### src/rtl/uart_pkg.sv
// uart_pkg: receiver state encoding, default framing constants and line levels
package uart_pkg;
  localparam int OSR_DEF = 16;
  localparam int NB_DEF = 8;
  localparam logic START_BIT = 1'b0;
  localparam logic STOP_BIT = 1'b1;
`ifdef RX_PARITY_EN
  typedef enum logic [2:0] {IDLE, START, DATA, PARITY, STOP, BREAK} rx_state_t;
`else
  typedef enum logic [2:0] {IDLE, START, DATA, STOP, BREAK} rx_state_t;
`endif
endpackage

### src/rtl/rx_sync.sv
// rx_sync: two-flop synchronizer for the serial line, resets to idle-high
module rx_sync (
  input  logic clk_i,
  input  logic rst_i,
  input  logic d,
  output logic q
);
  logic m;
  always_ff @(posedge clk_i or negedge rst_i)
    if (!rst_i) {q, m} <= 2'b11;
    else {q, m} <= {m, d};
endmodule

### src/rtl/register_rx.sv
// register_rx: oversampled UART receiver; define RX_PARITY_EN to add an even-parity bit and parity_err_o
module register_rx import uart_pkg::*; #(
  parameter int OSR = OSR_DEF,
  parameter int NB = NB_DEF
) (
  input  logic          clk_i,
  input  logic          rst_i,
  input  logic          clk_os,
  input  logic          rx_i,
  output logic [NB-1:0] data_o,
  output logic          valid_o,
  output logic          frame_err_o,
`ifdef RX_PARITY_EN
  output logic          parity_err_o,
`endif
  output logic          busy_o
);
  localparam int CW = $clog2(OSR);
  localparam int BW = $clog2(NB + 1);
`ifdef RX_PARITY_EN
  localparam rx_state_t AFTER_DATA = PARITY;
  logic par, par_n, perr_n;
`else
  localparam rx_state_t AFTER_DATA = STOP;
`endif
  rx_state_t state, state_n;
  logic [CW-1:0] cnt, cnt_n;
  logic [BW-1:0] bits, bits_n;
  logic [NB-1:0] sh, sh_n, data_n;
  logic rx_s, wrap, valid_n, ferr_n;
  rx_sync u_sync (.clk_i(clk_i), .rst_i(rst_i), .d(rx_i), .q(rx_s));
  assign wrap = cnt == CW'(OSR - 1);
  assign busy_o = state != IDLE;
  always_comb begin
    state_n = state;
    cnt_n = cnt;
    bits_n = bits;
    sh_n = sh;
    data_n = data_o;
    valid_n = 1'b0;
    ferr_n = 1'b0;
`ifdef RX_PARITY_EN
    par_n = par;
    perr_n = 1'b0;
`endif
    if (clk_os) begin
      cnt_n = wrap ? '0 : cnt + 1'b1;
      case (state)
        IDLE: begin
          cnt_n = '0;
          if (rx_s == START_BIT) state_n = START;
        end
        START: if (cnt == CW'(OSR / 2 - 1)) begin
          cnt_n = '0;
          bits_n = '0;
          state_n = rx_s == START_BIT ? DATA : IDLE;
        end
        DATA: if (wrap) begin
          sh_n = {rx_s, sh[NB-1:1]};
          bits_n = bits + 1'b1;
          if (bits == BW'(NB - 1)) state_n = AFTER_DATA;
        end
`ifdef RX_PARITY_EN
        PARITY: if (wrap) begin
          par_n = rx_s;
          state_n = STOP;
        end
`endif
        STOP: if (wrap) begin
          data_n = sh;
          valid_n = rx_s == STOP_BIT;
          ferr_n = rx_s != STOP_BIT;
`ifdef RX_PARITY_EN
          perr_n = (rx_s == STOP_BIT) && (^{sh, par});
`endif
          state_n = rx_s == STOP_BIT ? IDLE : BREAK;
        end
        BREAK: if (rx_s == STOP_BIT) state_n = IDLE;
        default: state_n = IDLE;
      endcase
    end
  end
  always_ff @(posedge clk_i or negedge rst_i)
    if (!rst_i) begin
      state <= IDLE;
      cnt <= '0;
      bits <= '0;
      sh <= '0;
      data_o <= '0;
      valid_o <= 1'b0;
      frame_err_o <= 1'b0;
`ifdef RX_PARITY_EN
      par <= 1'b0;
      parity_err_o <= 1'b0;
`endif
    end else begin
      state <= state_n;
      cnt <= cnt_n;
      bits <= bits_n;
      sh <= sh_n;
      data_o <= data_n;
      valid_o <= valid_n;
      frame_err_o <= ferr_n;
`ifdef RX_PARITY_EN
      par <= par_n;
      parity_err_o <= perr_n;
`endif
    end
endmodule

### config.mk
export PLATFORM = sky130hd
export DESIGN_NAME = register_rx
export DESIGN_NICKNAME = d
export VERILOG_FILES = /design/src/rtl/uart_pkg.sv /design/src/rtl/rx_sync.sv /design/src/rtl/register_rx.sv
export SDC_FILE = /design/constraint.sdc
export NUM_CORES = 1
export LEC_CHECK = 0
export ABC_AREA = 1
export ABC_CLOCK_PERIOD_IN_PS = 2040
export CAP_MARGIN = 10
export CORE_UTILIZATION = 50
export CTS_CLUSTER_SIZE = 20
export DETAILED_ROUTE_END_ITERATION = 16
export PLACE_DENSITY = 0.73
export SLEW_MARGIN = 0
export SYNTH_ARGS = -nofsm -noshare
export SYNTH_HDL_FRONTEND = slang
export SYNTH_SLANG_ARGS = --single-unit
### constraint.sdc
create_clock -name clk_i -period 2.04 [get_ports clk_i]
set_clock_uncertainty 0.1 [all_clocks]
set_input_delay 0.612 -clock clk_i [delete_from_list [all_inputs] [get_ports clk_i]]
set_output_delay 0.612 -clock clk_i [all_outputs]
set_load 0.01 [all_outputs]
Yosys cells after proc, flatten, opt, wreduce, memory -nomap -nowiden
Index checks and enable logic that the tools add are counted.
{"block": "classes", "n_addsub": 2, "n_eq_ne": 13, "n_mux": 21, "bitwise_logic": 1, "n_reduce_logical": 7}
{"operator": "3-bit two-way mux", "n": 7}
{"operator": "4-bit two-way mux", "n": 4}
{"operator": "4-bit one-hot mux with 2 select lines", "n": 2}
{"operator": "3-bit one-hot mux with 5 select lines", "n": 1}
{"operator": "2-bit inequality test (second input constant)", "n": 5}
{"operator": "4-bit by 1-bit adder with 4-bit output (second input constant)", "n": 2}
{"operator": "4-bit by 3-bit equality test with 1-bit output (second input constant)", "n": 2}
{"operator": "7-bit AND reduction", "n": 1}
{"operator": "3-bit by 2-bit equality test with 1-bit output (second input constant)", "n": 2}
{"operator": "1-bit two-way mux", "n": 6}
{"operator": "3-bit AND reduction", "n": 2}
{"operator": "4-bit equality test (second input constant)", "n": 1}
{"operator": "4-bit AND reduction", "n": 1}
{"operator": "3-bit by 1-bit equality test with 1-bit output (second input constant)", "n": 1}
{"operator": "3-bit equality test (second input constant)", "n": 1}
{"operator": "3-bit logical NOT", "n": 1}
{"operator": "3-bit nonzero test", "n": 1}
{"operator": "2-bit two-way mux", "n": 1}
{"operator": "2-bit by 1-bit inequality test with 1-bit output (second input constant)", "n": 1}
{"operator": "2-bit nonzero test", "n": 1}
{"operator": "1-bit inverter", "n": 1}
{"block": "word_totals", "reg_bits": 31, "input_bits": 4, "out_inout_bits": 11, "word_cells": 53}

Logic depth before layout (Yosys ltp)
{"block": "depth", "ltp_word": 4, "depth_mapped": 9}

Hierarchy
From an unflattened synthesis, not the netlist that was laid out.
{"block": "hier_totals", "cells_unflattened": 168, "area_unflattened_um2": 1458.9}
{"mod": "register_rx", "n_inst": 1, "cells_each": 166, "area_each_um2": 1406.3, "seq_area_each_um2": 725.7}
{"mod": "rx_sync", "n_inst": 1, "cells_each": 2, "area_each_um2": 52.6, "seq_area_each_um2": 52.6}

Worst setup path after synthesis
OpenSTA, ideal clock, no wires.
{"block": "synth_path", "path_type": "flip-flop to output port", "from": "register state[2]", "to": "output port busy_o", "arrival_time_ns": 0.760, "slack_ns": 0.568, "path_stages_with_launch": 3, "path_cell_list": "dfrtp_1 -> nor2_1 -> nand2_1"}
{"block": "synth_via", "elab_chain_len": 1}
{"element": "start: declaration", "line": "register_rx.sv:26", "rtl": "rx_state_t state, state_n;"}
{"element": "start signal: assignment", "line": "register_rx.sv:97", "rtl": "state <= state_n;"}
{"element": "3-bit nonzero test", "line": "register_rx.sv:33", "rtl": "assign busy_o = state != IDLE;"}
{"element": "end: declaration", "line": "register_rx.sv:16", "rtl": "output logic busy_o"}
No other way between the ends.

Worst setup path after layout
{"block": "layout_path", "from": "register data_o[3]", "to": "output port data_o[3]"}
{"element": "start: declaration", "line": "register_rx.sv:10", "rtl": "output logic [NB-1:0] data_o,"}
{"element": "start signal: assignment", "line": "register_rx.sv:101", "rtl": "data_o <= data_n;"}
No word-level cell between the ends.

==> run metrics <==
H-tree lvl count=2; critical-path cell list=clkdlybuf4s50_1; Sw Pwr=0.381 mW; DRC viols=0; Fin. Hold Viols=0; crit-path leading delay family=buffers and inverters; CP arrival=approximately 1300 ps; Critical path origin=data_o[3]; Root Driver=clkbuf_4; Cell Rows=19; worst hold slack=~260 ps; Crit. path cell count=1; PortBufs=14; WL per Instance=around 12 um; # IOs=15; antenna viol nets, final=0; Warnings, synthesis=0; worst reg2reg path startpoint=state[2]; first-pass GRT wire length=about 4700 um; final WL=2670 um; final slew viol count=0; largest fanout on the critical path=2; Buf/Inv on CP=1; Relative slew margins=0.675; crit start category=flip-flop; CTS Sinks=31; Clock power frac=0.263; vias per inst=between 5 and 6; end of the critical path=data_o[3]; RR Endpoint=sh[5]; Hold Crit Class=reg2reg; status=finished clean; Antenna Cells=0; Routability Congestion=~0.85; Synth cell types=22; Reg2Reg Depth=7; initial antenna violation count=0; power density over the cells=726 nW/um2; detailed placement HPWL=about 2000 um; Comb pwr share=0.149; Critical Path RT=1330 ps; Final Cell Area=1750 um2; Post-Syn Nets=167; Iteration-0 DRC Markers=58; CTS tree=done; Setup CP Type=reg2out; CTS Hold Bufs=0; number of CTS-inserted buffers=5; Worst-Skew Late Latency=330 ps; worst ir drop on vdd=0.000548 V; grt ovf=0; P_leak=roughly 0.81 nW; Post-Synthesis Cells=around 160; ratio of cells with drive above 1 in the final layout=0.241; Starting Density=0.533; # setup viols final=0; DRT Pass-1 Iters=5; post-route setup TNS=0 ps; Synth Register Bits=31; Largest stage delay, worst path=approximately 540 ps; Worst Tran Pin Value=about 490 ps; sequential fraction of design power=0.587; Seq/Total Area, Yosys=0.525; Nets=192; Overall Global Routing Usage=0.198; Worst setup EP type=output pin; Vias=approximately 1100; mapped cell area=approximately 1500 um2; core area=2780 um2; fmax=between 0.5 and 0.6 GHz; RSZ-0062 raised after global routing=no; Die X-Extent=56.4 um; clk buf depth=2; Crit-path slowest cell=clkdlybuf4s50_1; clk slew on worst S/H paths=roughly 90 ps; fillcell total=236; final worst-path cycle share=0.959; Avg Cell Area, Syn=~9.2 um2; die height=56.4 um; minimum clock period=between 1500 and 2000 ps; Power Internal=~0.9 mW; dpl cell area=between 1500 and 2000 um2; sw frac=0.300; number of global-route vias before repair=1083; Max-Cap Viols=0; largest net degree at the start of global routing=24; die area=3180 um2; register-to-register path setup slack=approximately 400 ps; P&R area growth vs syn=18.0%
## per-layer routing
metal  track usage  vias up  share of wire
met5             0        -              0
met1         0.253      523           0.45
li1              -      573              -
met2         0.297       29           0.47
met4        0.0976        0          0.028
met3        0.0691        7          0.050
## power groups by stage
stage / Clock (mW) / Sequential [mW] / Combinational (mW)
finish: 0.334 / 0.746 / 0.189
global route: 0.378 / 0.755 / 0.223
CTS: 0.347 / 0.745 / 0.191
detailed placement: 0 / 0.757 / 0.191
global placement: 0 / 0.753 / 0.182
floorplan: 0 / 0.741 / 0.144
## through the flow
step	total power, mW	util	instances	worst slack [ps]
final	1.27	0.628	218	82.9
after floorplan	0.885	-	161	568
after global placement	0.935	0.604	208	45.6
after CTS	1.28	0.622	216	28.3
after global routing	1.36	0.628	218	22.2
after detailed placement	0.948	0.604	208	-2.47
## cells in the final DEF, fill, tap and decap left out, drive strengths merged
cell type and count:
a21oi 4, buf 7, clkbuf 7, clkdlybuf4s50 13
clkinv 1, dfrtp 29, dfstp 2, dlygate4sd2 1
ha 2, inv 17, nand2 47, nand3 14
nand3b 1, nand4 3, nor2 14, nor3 1
o21ai 22, or2 1, xor2 1
## registers in the layout, indices dropped and copies added (netlist names)
register,cells
u_sync.m,1
cnt,4
frame_err_o,1
state,3
u_sync.q,1
sh,8
bits,4
valid_o,1
data_o,8
## cells in the mapped netlist
| cell | count | area, um2 |
|---|---|---|
| nand2_1 | 46 | 173 |
| o21ai_2 | 17 | 149 |
| dfstp_2 | 2 | 52.6 |
| ha_1 | 2 | 25.0 |
| nand2_2 | 1 | 6.26 |
| or2_2 | 1 | 6.26 |
| nand3b_1 | 1 | 7.51 |
| nand3_4 | 2 | 35.0 |
| nor2_1 | 9 | 33.8 |
| o21ai_0 | 5 | 25.0 |
| a21oi_1 | 4 | 20.0 |
| nor2_4 | 1 | 11.3 |
| nand4_1 | 3 | 18.8 |
| nand3_1 | 12 | 60.1 |
| inv_1 | 15 | 56.3 |
| buf_6 | 2 | 22.5 |
| buf_4 | 1 | 7.51 |
| dfrtp_1 | 29 | 726 |
| inv_2 | 2 | 7.51 |
| nor2_2 | 4 | 25.0 |
| xor2_1 | 1 | 8.76 |
| nor3_1 | 1 | 5.00 |
## cells by family (layout without fill, tap and decap cells)
family,after synthesis,in the layout,share of synthesized area
AO/OA/AOI/OAI,26,26,0.131
XOR/XNOR,1,1,0.00591
adder cells (fa/ha/maj),2,2,0.0169
buffers and inverters,20,46,0.0633
flip-flops,31,31,0.525
AND/OR/NAND/NOR,81,81,0.258
## repair_timing
| item | 4_1_cts | 5_1_grt |
|---|---|---|
| buffers inserted | 0 | 2 |
| setup endpoints to repair | 1 | 1 |
| pin swaps | 0 | 0 |
| resized for setup | 2 | 1 |
## layout make-up
cell class	instances	area [um2]	area share
sequential	31	779	0.446
multi-input combinational	110	612	0.350
timing repair buffer	21	204	0.117
inverter	17	63.8	0.0365
clock buffer	7	45.0	0.0258
tap	31	38.8	0.0222
clock inverter	1	5.00	0.00286
## worst min-delay path by stage
stage | startpoint | cells past startpoint | slack, ps | endpoint
after floorplan | rst_i | 0 | 220 | bits[0]
after global placement | u_sync.m | 0 | 250 | u_sync.q
after detailed placement | u_sync.m | 0 | 250 | u_sync.q
after CTS | u_sync.m | 0 | 260 | u_sync.q
after global routing | u_sync.m | 0 | 260 | u_sync.q
final | u_sync.m | 0 | 260 | u_sync.q
(Power assumes the default switching activity.)
